--- config.mk ---
export PLATFORM = sky130hd
export DESIGN_NAME = bitwise_accum
export DESIGN_NICKNAME = d
export VERILOG_FILES = /design/src/rtl/bitwise_accum.sv
export SDC_FILE = /design/constraint.sdc
export NUM_CORES = 1
export LEC_CHECK = 0
export BUFFER_PORTS_ARGS = -buffer_cell sky130_fd_sc_hd__buf_2
export CORE_ASPECT_RATIO = 2
export CORE_MARGIN = 2
export CORE_UTILIZATION = 42
export CTS_CLUSTER_SIZE = 25
export DETAILED_ROUTE_END_ITERATION = 6
export HOLD_SLACK_MARGIN = 0.03
export MAX_ROUTING_LAYER = met4
export PLACE_DENSITY = 0.75
export RECOVER_POWER = 50
export SYNTH_ARGS = -nofsm -noshare
export SYNTH_HDL_FRONTEND = slang
export SYNTH_SLANG_ARGS = --single-unit
--- constraint.sdc ---
create_clock -name clk -period 3.7 [get_ports clk]
set_clock_uncertainty 0.2 [all_clocks]
set_input_delay 1.11 -clock clk [delete_from_list [all_inputs] [get_ports clk]]
set_output_delay 1.11 -clock clk [all_outputs]
set_load 0.05 [all_outputs]
--- src/rtl/bitwise_accum.sv ---
`default_nettype none
// ============================================================================
// Module      : bitwise_accum
// Description : Folds a frame of operand beats into one result with a
//               bitwise AND / OR / XOR / NAND reduction selected by the first
//               beat. Frames close on in_last or are truncated at MAX_LEN
//               beats (flagged by out_err). The result is held with
//               backpressure until the consumer takes it.
// Revision    : 1.0 - initial release
// ============================================================================
module bitwise_accum #(
    parameter int WIDTH   = 8,
    parameter int MAX_LEN = 16,
    localparam int CW     = $clog2(MAX_LEN + 1)
) (
    input  logic             clk,
    input  logic             rst,
    input  logic [1:0]       op,
    input  logic             in_valid,
    input  logic [WIDTH-1:0] in_data,
    input  logic             in_last,
    output logic             in_ready,
    output logic             out_valid,
    input  logic             out_ready,
    output logic [WIDTH-1:0] out_data,
    output logic [CW-1:0]    out_count,
    output logic             out_err
);

    // State encoding
    localparam logic [1:0] c_S_IDLE  = 2'd0;
    localparam logic [1:0] c_S_ACCUM = 2'd1;
    localparam logic [1:0] c_S_DONE  = 2'd2;

    // Operation encoding
    localparam logic [1:0] c_OP_AND  = 2'b00;
    localparam logic [1:0] c_OP_OR   = 2'b01;
    localparam logic [1:0] c_OP_XOR  = 2'b10;
    localparam logic [1:0] c_OP_NAND = 2'b11;

    // Beat count at which an unterminated frame is cut off
    localparam logic [CW-1:0] c_MAX_COUNT = CW'(MAX_LEN);

    logic [1:0]       r_state;
    logic [WIDTH-1:0] r_acc;
    logic [CW-1:0]    r_count;
    logic [1:0]       r_op;
    logic             r_err;
    logic             r_in_ready;
    logic             r_out_valid;

    logic             w_accept;
    logic [WIDTH-1:0] w_fold;
    logic [CW-1:0]    w_count_inc;

    // Handshake is qualified by the registered ready so nothing is taken
    // while reset is asserted or while a result is pending.
    assign w_accept    = in_valid & r_in_ready;
    assign w_count_inc = r_count + CW'(1);

    // Combine the running accumulator with the new beat using the latched op.
    // NAND accumulates as AND; the inversion is applied once on the output.
    always_comb begin
        w_fold = r_acc & in_data;
        case (r_op)
            c_OP_AND:  w_fold = r_acc & in_data;
            c_OP_OR:   w_fold = r_acc | in_data;
            c_OP_XOR:  w_fold = r_acc ^ in_data;
            c_OP_NAND: w_fold = r_acc & in_data;
            default:   w_fold = r_acc & in_data;
        endcase
    end

    // Frame FSM: accumulate beats, close on last or truncation, hold result.
    always_ff @(posedge clk or posedge rst) begin
        if (rst) begin
            r_state     <= c_S_IDLE;
            r_acc       <= '0;
            r_count     <= '0;
            r_op        <= c_OP_AND;
            r_err       <= 1'b0;
            r_in_ready  <= 1'b0;
            r_out_valid <= 1'b0;
        end else begin
            case (r_state)
                c_S_IDLE: begin
                    r_in_ready  <= 1'b1;
                    r_out_valid <= 1'b0;
                    if (w_accept) begin
                        r_acc   <= in_data;
                        r_count <= CW'(1);
                        r_op    <= op;
                        r_err   <= 1'b0;
                        if (in_last) begin
                            r_state     <= c_S_DONE;
                            r_in_ready  <= 1'b0;
                            r_out_valid <= 1'b1;
                        end else begin
                            r_state <= c_S_ACCUM;
                        end
                    end
                end

                c_S_ACCUM: begin
                    if (w_accept) begin
                        r_acc   <= w_fold;
                        r_count <= w_count_inc;
                        if (in_last) begin
                            r_state     <= c_S_DONE;
                            r_err       <= 1'b0;
                            r_in_ready  <= 1'b0;
                            r_out_valid <= 1'b1;
                        end else if (w_count_inc == c_MAX_COUNT) begin
                            r_state     <= c_S_DONE;
                            r_err       <= 1'b1;
                            r_in_ready  <= 1'b0;
                            r_out_valid <= 1'b1;
                        end
                    end
                end

                c_S_DONE: begin
                    if (out_ready) begin
                        r_state     <= c_S_IDLE;
                        r_in_ready  <= 1'b1;
                        r_out_valid <= 1'b0;
                    end
                end

                default: begin
                    r_state     <= c_S_IDLE;
                    r_in_ready  <= 1'b0;
                    r_out_valid <= 1'b0;
                end
            endcase
        end
    end

    // Result presentation; registers only change outside DONE, so the
    // outputs are stable while out_valid is high.
    assign in_ready  = r_in_ready;
    assign out_valid = r_out_valid;
    assign out_data  = (r_op == c_OP_NAND) ? ~r_acc : r_acc;
    assign out_count = r_count;
    assign out_err   = r_err;

endmodule
`default_nettype wire

# ---- After elaboration in Yosys (flattened, before gate mapping)
# Index checks and enable logic that the tools add are counted.
dict set report word_totals {
  ff_bits 20
  inputBits 15
  output_inout_bits 16
  elab_cells 65
}
dict set report op_classes {
  addsub 1
  eq_ne 10
  n_mux 33
  bitwise 5
  n_reduce_logical 9
}
# operator count
set ops {}
lappend ops {{8-bit 2-to-1 mux} 3}
lappend ops {{8-bit case mux with 3 select lines} 1}
lappend ops {{8-bit case mux with 2 select lines} 1}
lappend ops {{1-bit 2-to-1 mux} 15}
lappend ops {{2-bit 2-to-1 mux} 6}
lappend ops {{5-bit 2-to-1 mux} 2}
lappend ops {{5-bit case mux with 2 select lines} 1}
lappend ops {{8-bit AND} 1}
lappend ops {{8-bit inverter} 1}
lappend ops {{8-bit bitwise OR} 1}
lappend ops {{4-bit AND reduction} 2}
lappend ops {{8-bit XOR} 1}
lappend ops {{2-bit == test, second input constant} 3}
lappend ops {{2-bit != test, second input constant} 3}
lappend ops {{1-bit case mux with 3 select lines} 2}
lappend ops {{2-bit case mux with 3 select lines} 1}
lappend ops {{3-bit AND reduction} 2}
lappend ops {{5-bit by 1-bit adder with 5-bit output, second input constant} 1}
lappend ops {{5-bit == test, second input constant} 1}
lappend ops {{2-bit by 1-bit == test with 1-bit output, second input constant} 2}
lappend ops {{2-bit logical NOT} 2}
lappend ops {{3-bit != test, second input constant} 1}
lappend ops {{1-bit case mux with 2 select lines} 1}
lappend ops {{2-bit AND reduction} 1}
lappend ops {{3 further kinds} 3}

# ---- Logic depth before layout (Yosys ltp)
# Gate-level depths: netlist of run 1.
dict set report depth {
  word_depth 6
  mapped_depth 7
}

# ---- Worst setup path before layout of run 1
# No wires, ideal clock.
dict set report synth_path {
  path_kind {flip-flop to output port}
  start {reg r_op[0]}
  end {out out_data[7]}
  arrival_time_ps 1524
  path_slack_ps 866
  stages_incl_launch_ff 4
  path_buffers 1
  path_cell_list {dfrtp_1 -> ha_1 -> buf_2 -> xor2_1}
}
dict set report synth_between {
  elab_chain_len 2
}
# element line
set synth_lines {}
lappend synth_lines {{from (decl)} 47} ;# logic [1:0] r_op;
lappend synth_lines {{from (signal assigned)} 80} ;# r_op <= c_OP_AND;
lappend synth_lines {{from (signal assigned)} 92} ;# r_op <= op;
lappend synth_lines {{2-bit == test} 143} ;# assign out_data = (r_op == c_OP_NAND) ? ~r_acc : r_acc;
lappend synth_lines {{8-bit 2-to-1 mux} 143}
lappend synth_lines {{to (decl)} 25} ;# output logic [WIDTH-1:0] out_data,
# No other way between the ends.

# ---- Worst setup path after layout of run 1
# Same ends and word-level chain as after synthesis.

==> reports/metrics.yaml, run 1 <==
cts_setup_buffers: 0
routed_via_density: 5.98
route.detailed.drc: 0
numPortBuffers: 30
final_layout_size_suffix_gt1_frac: 0.179
wl_per_cell_um: 15.1
holdPathStages: 1
placed_area_um2: 1630
critPathCaptureType: "output port"
routed_wl_um: 3350
ant_nets: 0
final_common_cell: "buf_2"
arrival_ns: 1.65
design_area_um2: 1650
synth-main-ff-cell: "dfrtp_1"
cts_num_sinks: 20
grtUsageTotal: 0.194
ioPinCount: 31
syn_area_um2: 1480
start_kind: "register"
final-max-slew-violation-count: 0
pwr_density_cell_nw_per_um2: 926
crit_required_ns: 2.39
cts_hold_buf: 0
switchingPower_uw: 870
hpwl_um: 2400
synthArstFlopShare: 1.00
finalCritPeriodShare: 0.801
num_antenna_cells: 0
fmax_mhz: 338
clkTransAtPathRegs_ns: 0.07
r2r_slack_ns: 1.46
rows: 30
die_w_um: 46.0
num_vias: 1328
clockBufferDepth: 2
grt_max_degree: 25
setup-violations-final: 0
syn_inst: 167
synth_warnings: 0
synth.avg_cell_area_um2: 8.87
htreeDepth: 1
synth_edf_count: 0
p_clk_frac: 0.096
area_growth_pct: 11.7
r2r_cells: 3
overflow: 0
dieArea_um2: 4050
syn-num-nets: 202
holdCritStartpoint: "out_err"
start_util: 0.439
cts_buffers: 3
hold_viol: 0
internal-power_uw: 661
antenna_found_initial: 0
outcome: "finished, final reports clean"
synth-seq-cells: 20
period_needed_ns: 2.96
grt_first_pass_wirelength_um: 5630
path_max_fanout: 8
max_slew_margin: 0.369
nNetsFinal: 227
combPwrFrac: 0.636
crit_type: "register to output port"
yosysUniqueCellTypes: 31
gp_congestion: 0.783
hold_class: "register to register"
vdd.ir_drop.worst_mv: 0.507
die_h_um: 88.0
p_total_mw: 1.53
p_leak_nw: 0.845
fin_util: 0.490
fp.coreArea_um2: 3380
hold_end: "out_err"
layout_common_cells: "29 x buf_2, 21 x inv_1, 21 x nand2_1"
worst_slack_ns: 0.738
regToRegStartpoint: "r_state[1]"
ctsResizeCount: 0
seq_power_share: 0.268
r2r-end: "out_valid"
first_pass_iters: 4
tightest_slew_ns: 0.944
rsz0062_at_grt: "no"
cts_tree: "yes"
cts-root-buf: "clkbuf_8"
worstSkewPairLatency_ns: 0.26
switching_share: 0.568
grt_pass1_vias: 1269
setup-tns-final_ns: 0
seq_area_frac_synth: 0.338
drv_cap: 0
dp_worst_setup_slack_ns: 1.01
n_fill_cell: 345
drt_iter0_drc: 32
how the worst max path moves through the flow:
stage / startpoint / end / slack (ns) / cells past startpoint
CTS: r_op[0] / out_data[7] / 0.71 / 3
global placement: r_op[0] / out_data[7] / 1.01 / 3
global route: r_op[1] / out_data[7] / 0.66 / 3
finish: r_op[0] / out_data[7] / 0.74 / 3
detailed placement: r_op[0] / out_data[7] / 1.01 / 3
floorplan: r_op[0] / out_data[7] / 0.87 / 3
cell families after synthesis:
| group | synth area share |
|---|---|
| compound gates | 0.242 |
| xor+xnor | 0.0473 |
| fa+ha+maj | 0.169 |
| buf+inv | 0.0836 |
| flops | 0.338 |
| simple gates | 0.120 |
area by class of cell:
| cell class | instances | area [um^2] | share of cell area |
|---|---|---|---|
| inverters | 21 | 78.8 | 0.0477 |
| multi-input cells | 116 | 845 | 0.511 |
| repair buffers | 30 | 149 | 0.0900 |
| clock buffers | 3 | 41.3 | 0.0250 |
| flip-flops and latches | 20 | 500 | 0.303 |
| well taps | 32 | 40.0 | 0.0242 |
metal layers:
layer  routed length (um)  vias up  global-route usage  share of wire
li1                     -      635                   -              -
met2                 1790       45               0.322           0.53
met5                    0        -                   -              0
met3                  152        8              0.0165          0.045
met1                 1300      640               0.215           0.39
met4                  112        0               0.114          0.033
power by group through the flow:
stage	Clock (mW)	Combinational (mW)	Sequential [mW]
after floorplan	0	0.745	0.438
after global placement	0	0.956	0.413
after detailed placement	0	0.978	0.417
after CTS	0.151	0.985	0.413
after global routing	0.159	1.07	0.426
final	0.147	0.973	0.411
critical path: stages (launching register included):
cell and delay (ns):
dfrtp_1 0.38, ha_1 0.50, xor2_1 0.22, buf_2 0.29
stage by stage:
stage / hold slack, ns / cells
after floorplan: 0.320 / 167
after CTS: 0.301 / 222
after detailed placement: 0.284 / 219
after global placement: 0.278 / 219
final: 0.290 / 222
after global routing: 0.321 / 222
sequential cells by signal (all words and copies together) (netlist names):
register   count
out_count      5
r_acc          8
out_valid      1
r_state        2
in_ready       1
out_err        1
r_op           2
cell usage after synthesis (2+ instances only):
cell | instances | share of area
buf_2 | 6 | 0.020
nand2_1 | 21 | 0.053
inv_1 | 20 | 0.051
nor3_1 | 3 | 0.010
nand3_1 | 4 | 0.014
o21ai_0 | 8 | 0.027
ha_1 | 20 | 0.17
o311ai_1 | 3 | 0.018
clkbuf_1 | 3 | 0.0076
a22oi_1 | 8 | 0.041
xor2_1 | 8 | 0.047
o21ai_1 | 2 | 0.0068
dfrtp_1 | 20 | 0.34
a221oi_1 | 8 | 0.047
a21oi_1 | 17 | 0.057
(Power assumes the default switching activity.)
==> run 2: changes to the inputs <==
Settings changed: PLACE_DENSITY 0.75 to 0.77.
Clock period 3.7 ns to 2.7 ns, I/O delays scaled along.
==> run 2 against run 1 <==
Effect of this change:
- setup slack worse by 0.56 ns
- largest power group unchanged
- highest routed layer unchanged
- via count down 1.2%
- critical path depth up 1
- sequential cell count unchanged
- global-route usage down 1.0 points
- critical path type unchanged
- sequential share of layout area decreased by 0.52 points
- final area increased by 1.7%
- count of clock-buffer cells in the layout up 1
- utilization increased by 0.85 points
- clock power grew 59%
- die area unchanged
- combinational power is 42% higher
==> reports/metrics.yaml, run 2 (synthesis gave the netlist of run 1 again) <==
outcome: "finished, final reports clean"
final_layout_size_suffix_gt1_frac: 0.191  # +0.0118
design_area_um2: 1680  # +1.7%
die_w_um: 46.0  # unchanged
drv_cap: 0  # unchanged
start_util: 0.439  # unchanged
fin_util: 0.498  # +0.00852
first_pass_iters: 4  # unchanged
ctsResizeCount: 0  # unchanged
wl_per_cell_um: 14.9  # -1.5%
crit_type: "register to output port"
arrival_ns: 1.51  # -0.14 ns
gp_congestion: 0.869  # +11%
hold_class: "register to register"
numPortBuffers: 30  # unchanged
dieArea_um2: 4050  # unchanged
fmax_mhz: 397
max_slew_margin: 0.249  # -0.120
route.detailed.drc: 0  # unchanged
switchingPower_mw: 1.20  # +38%
die_h_um: 88.0  # unchanged
cts_setup_buffers: 0  # unchanged
fp.coreArea_um2: 3380  # unchanged
rows: 30  # unchanged
rsz0062_at_grt: "no"
grtUsageTotal: 0.184  # -0.0105
p_clk_frac: 0.109  # +0.013
cts_num_sinks: 20  # unchanged
worstSkewPairLatency_ns: 0.26  # about the same
path_max_fanout: 7  # -1
nNetsFinal: 230  # +1.3%
hold_viol: 0  # unchanged
clockBufferDepth: 2  # unchanged
cts-root-buf: "clkbuf_8"
combPwrFrac: 0.642  # +0.006
grt_pass1_vias: 1218  # -4.0%
start_kind: "register"
finalCritPeriodShare: 0.933
wl_met2_um: 1980  # +11%
setup-violations-final: 0  # unchanged
top_register: "r_acc"
area_growth_pct: 13.6
vdd.ir_drop.worst_mv: 0.591  # +16%
largest_reg_flops: 8  # unchanged
cts_hold_buf: 0  # unchanged
grt_first_pass_wirelength_um: 5400  # -4.2%
layout_common_cells: "29 x buf_2, 21 x nand2_1, 20 x inv_1, 20 x ha_1, 20 x dfrtp_1"
clkTransAtPathRegs_ns: 0.08  # about the same
grt_max_degree: 25  # unchanged
period_needed_ns: 2.52
hpwl_um: 2540  # +6.2%
cts_tree: "yes"
seq_power_share: 0.250  # -0.018
pwr_density_cell_nw_per_um2: 1280  # +38%
crit_required_ns: 1.69  # -0.70 ns
critPathCaptureType: "output port"
num_vias: 1312  # -1.2%
num_antenna_cells: 0  # unchanged
placed_area_um2: 1650  # +1.4%
final_common_cell: "buf_2"
n_fill_cell: 356  # +3.2%
drt_iter0_drc: 36  # +13%
htreeDepth: 1  # unchanged
routed.top_layer: "met4"
setup-tns-final_ns: 0  # unchanged
cts_buffers: 3  # unchanged
wl_met3_um: 89  # -41%
overflow: 0  # unchanged
routed_via_density: 5.81  # -3.0%
internal-power_uw: 950  # +44%
antenna_found_initial: 0  # unchanged
ioPinCount: 31  # unchanged
switching_share: 0.557  # -0.0108
final-max-slew-violation-count: 0  # unchanged
routed_wl_um: 3360  # +0.27%
tightest_slew_ns: 1.13  # +0.183 ns
p_leak_nw: 0.863  # +2.1%
met1_length_um: 1230  # -4.9%
ant_nets: 0  # unchanged
[run 2: changes by cell type in the layout (fill, tap and decap cells not counted)]
cell / previous run / this run
clkbuf_8: 3 / 4
clkbuf_1: 1 / 2
o311ai_1: 3 / 2
buf_4: 0 / 2
a21oi_2: 1 / 0
a21oi_1: 17 / 18
inv_2: 0 / 1
inv_1: 21 / 20
o311ai_0: 0 / 1
[run 2: per-layer routing]
layer | track usage | vias up
li1 | - | 638
met1 | 0.195 | 633
met2 | 0.336 | 36
met3 | 0.00619 | 5
met4 | 0.0727 | 0
met5 | - | -
[run 2: power by group through the flow]
stage | logic, mW | clock network [mW] | registers, mW
6_report | 1.38 | 0.233 | 0.536
5_1_grt | 1.51 | 0.247 | 0.548
4_1_cts | 1.39 | 0.237 | 0.537
3_5_place_dp | 1.39 | 0 | 0.543
3_3_place_gp | 1.36 | 0 | 0.538
2_1_floorplan | 1.02 | 0 | 0.600
[run 2: worst max-delay path, cell delays in order, from the launching register on]
cell     delay, ns
dfrtp_1       0.41
ha_1          0.23
buf_4         0.19
xor2_1        0.14
buf_2         0.28
[run 2: path summary, 6_finish.rpt]
| check | to | cells after the start | slack (ns) | startpoint |
|---|---|---|---|---|
| setup / recovery | out_data[1] | 4 | 0.18 | r_op[0] |
| hold / removal | out_err | 1 | 0.29 | out_err |
| hold reg to reg | out_err | 1 | 0.29 | out_err |
| setup reg to reg | out_valid | 3 | 0.45 | r_state[1] |
| max in group asynchronous | r_op[1] | 3 | 0.94 | rst |
| min in group asynchronous | r_acc[2] | 3 | 0.69 | rst |
[run 2: final cells by class]
class                           instances  area (um^2)  area share
Multi-Input combinational cell        116          841       0.500
Timing Repair Buffer                   33          168      0.0996
Clock buffer                            4         55.1      0.0327
Inverter                               21         78.8      0.0468
Tap cell                               32         40.0      0.0238
Sequential cell                        20          500       0.297
[run 2: per-stage QoR]
stage	total power, mW	cells	setup WS, ns	hold slack (ns)
2_1_floorplan	1.62	167	0.166	0.320
3_3_place_gp	1.89	222	0.472	0.270
3_5_place_dp	1.93	222	0.472	0.279
4_1_cts	2.16	226	0.178	0.296
5_1_grt	2.31	226	0.128	0.317
6_report	2.15	226	0.181	0.289
==> run 3: changes to the inputs <==
Settings changed: CELL_PAD_IN_SITES_DETAIL_PLACEMENT from default to 1, CELL_PAD_IN_SITES_GLOBAL_PLACEMENT from default to 1, CORE_UTILIZATION 42 to 37, PLACE_DENSITY 0.77 to 0.87.
==> run 3 against run 2 <==
Effect of this change:
- die area is 13% higher
- global-route usage is 0.48 points higher
- register-to-register slack hardly changed
- utilization is 5.4 points lower
- sequential share of layout area is 0.41 points lower
- sequential cell count stayed put
- setup slack worse by 0.026 ns
- worst hold slack better by 0.027 ns
- final cell count is 8.4% higher
- maximum frequency is 1.0% lower
==> reports/metrics.yaml, run 3 (synthesis gave the netlist of run 1 again) <==
vdd.ir_drop.worst_mv: 0.625  # +5.8%
grt_max_degree: 25  # unchanged
rsz0062_at_grt: "no"
setup-tns-final_ns: 0  # unchanged
final-max-slew-violation-count: 0  # unchanged
clkTransAtPathRegs_ns: 0.08  # about the same
htreeDepth: 1  # unchanged
cts_num_sinks: 20  # unchanged
cts_setup_buffers: 0  # unchanged
num_vias: 1324  # +0.91%
drv_cap: 0  # unchanged
overflow: 0  # unchanged
hold_viol: 0  # unchanged
hpwl_um: 2890  # +14%
dieArea_um2: 4560  # +13%
setup-violations-final: 0  # unchanged
die_h_um: 93.5  # +6.2%
drt_iter0_drc: 19  # -47%
layout_common_cells: "29 x buf_2, 21 x nand2_1, 20 x inv_1, 20 x ha_1, 20 x dfrtp_1"
first_pass_iters: 4  # unchanged
crit_type: "register to output port"
grt_pass1_vias: 1466  # +20%
final_layout_size_suffix_gt1_frac: 0.191  # unchanged
rows: 32  # +6.7%
area_growth_pct: 15.2
holdPathStages: 1  # unchanged
hold_class: "register to register"
num_antenna_cells: 0  # unchanged
r2r-end: "out_valid"
pwr_density_cell_nw_per_um2: 1270  # -0.48%
ant_nets: 0  # unchanged
grtUsageTotal: 0.189  # +0.00480
worstSkewPairLatency_ns: 0.26  # about the same
n_fill_cell: 513  # +44%
worst_hold_slack_ns: 0.315  # +0.0269 ns
fmax_mhz: 393  # -1.0%
path_max_fanout: 7  # unchanged
r2r_cells: 3  # unchanged
start_util: 0.385  # -0.0531
routed_via_density: 5.40  # -6.9%
grt_first_pass_wirelength_um: 6640  # +23%
outcome: "finished, final reports clean"
cts_hold_buf: 0  # unchanged
period_needed_ns: 2.55  # +0.0264 ns
largest_reg_flops: 8  # unchanged
gp_congestion: 0.846  # -2.7%
nNetsFinal: 230  # unchanged
holdCritStartpoint: "out_err"
start_kind: "register"
tightest_slew_ns: 1.19  # +0.0590 ns
p_leak_nw: 0.863  # about the same
cts_buffers: 3  # unchanged
cts-root-buf: "clkbuf_8"
finalCritPeriodShare: 0.943  # +0.00980
numPortBuffers: 30  # unchanged
regToRegStartpoint: "r_state[1]"
cts_tree: "yes"
wl_per_cell_um: 15.4  # +3.8%
route.detailed.drc: 0  # unchanged
antenna_found_initial: 0  # unchanged
critPathCaptureType: "output port"
max_slew_margin: 0.209  # -0.0393
final_common_cell: "buf_2"
routed_wl_um: 3780  # +13%
ctsResizeCount: 0  # unchanged
hold_end: "out_err"
fp.coreArea_um2: 3840  # +14%
top_register: "r_acc"
ioPinCount: 31  # unchanged
clockBufferDepth: 2  # unchanged
arrival_ns: 1.54  # +0.03 ns
die_w_um: 48.7  # +6.0%
r2r_slack_ns: 0.44  # about the same
crit_required_ns: 1.69  # about the same
-- run 3: cell counts in the layout (fill, tap and decap cells not counted) --
Identical to the previous run, type by type.
-- run 3: where the power goes --
| part | switching, mW | internal [mW] |
|---|---|---|
| Combinational | 0.986 | 0.410 |
| Clock | 0.107 | 0.130 |
| Sequential | 0.122 | 0.411 |
-- run 3: per-layer routing --
metal  vias up  GRT usage  share of wire
met5         -          -              0
met4         0     0.0857          0.019
met3         5    0.00799          0.019
met2        19      0.361           0.57
met1       659      0.194           0.40
li1        641          -              -
-- run 3: stage by stage --
stage	cells	worst slack [ns]	power, mW	cell area, um^2	util
global placement	241	0.502	1.91	1670	0.435
finish	245	0.154	2.17	1710	0.444
detailed placement	241	0.442	1.96	1670	0.435
CTS	245	0.143	2.20	1730	0.450
global route	245	0.0848	2.34	1710	0.444
floorplan	167	0.166	1.62	1480	-
-- run 3: layout make-up --
cell class / instances / area (um^2) / share of cell area
Multi-Input combinational cell: 116 / 841 / 0.493
Sequential cell: 20 / 500 / 0.293
Inverter: 21 / 78.8 / 0.0462
Clock buffer: 4 / 55.1 / 0.0323
Timing Repair Buffer: 33 / 168 / 0.0982
Tap cell: 51 / 63.8 / 0.0374
-- run 3: worst max-delay path, cell delays in order, from the launching register on --
cell and delay [ns]:
dfrtp_1 0.41, ha_1 0.24, buf_4 0.19, xor2_1 0.14, buf_2 0.28
-- run 3: worst max-delay path by stage --
stage	startpoint	to	slack, ns	depth (start not counted)
after global placement	r_op[0]	out_data[5]	0.50	4
final	r_op[0]	out_data[2]	0.15	4
after detailed placement	r_op[0]	out_data[2]	0.44	4
after CTS	r_op[0]	out_data[2]	0.14	4
after floorplan	r_op[0]	out_data[7]	0.17	3
after global routing	r_op[0]	out_data[2]	0.08	4
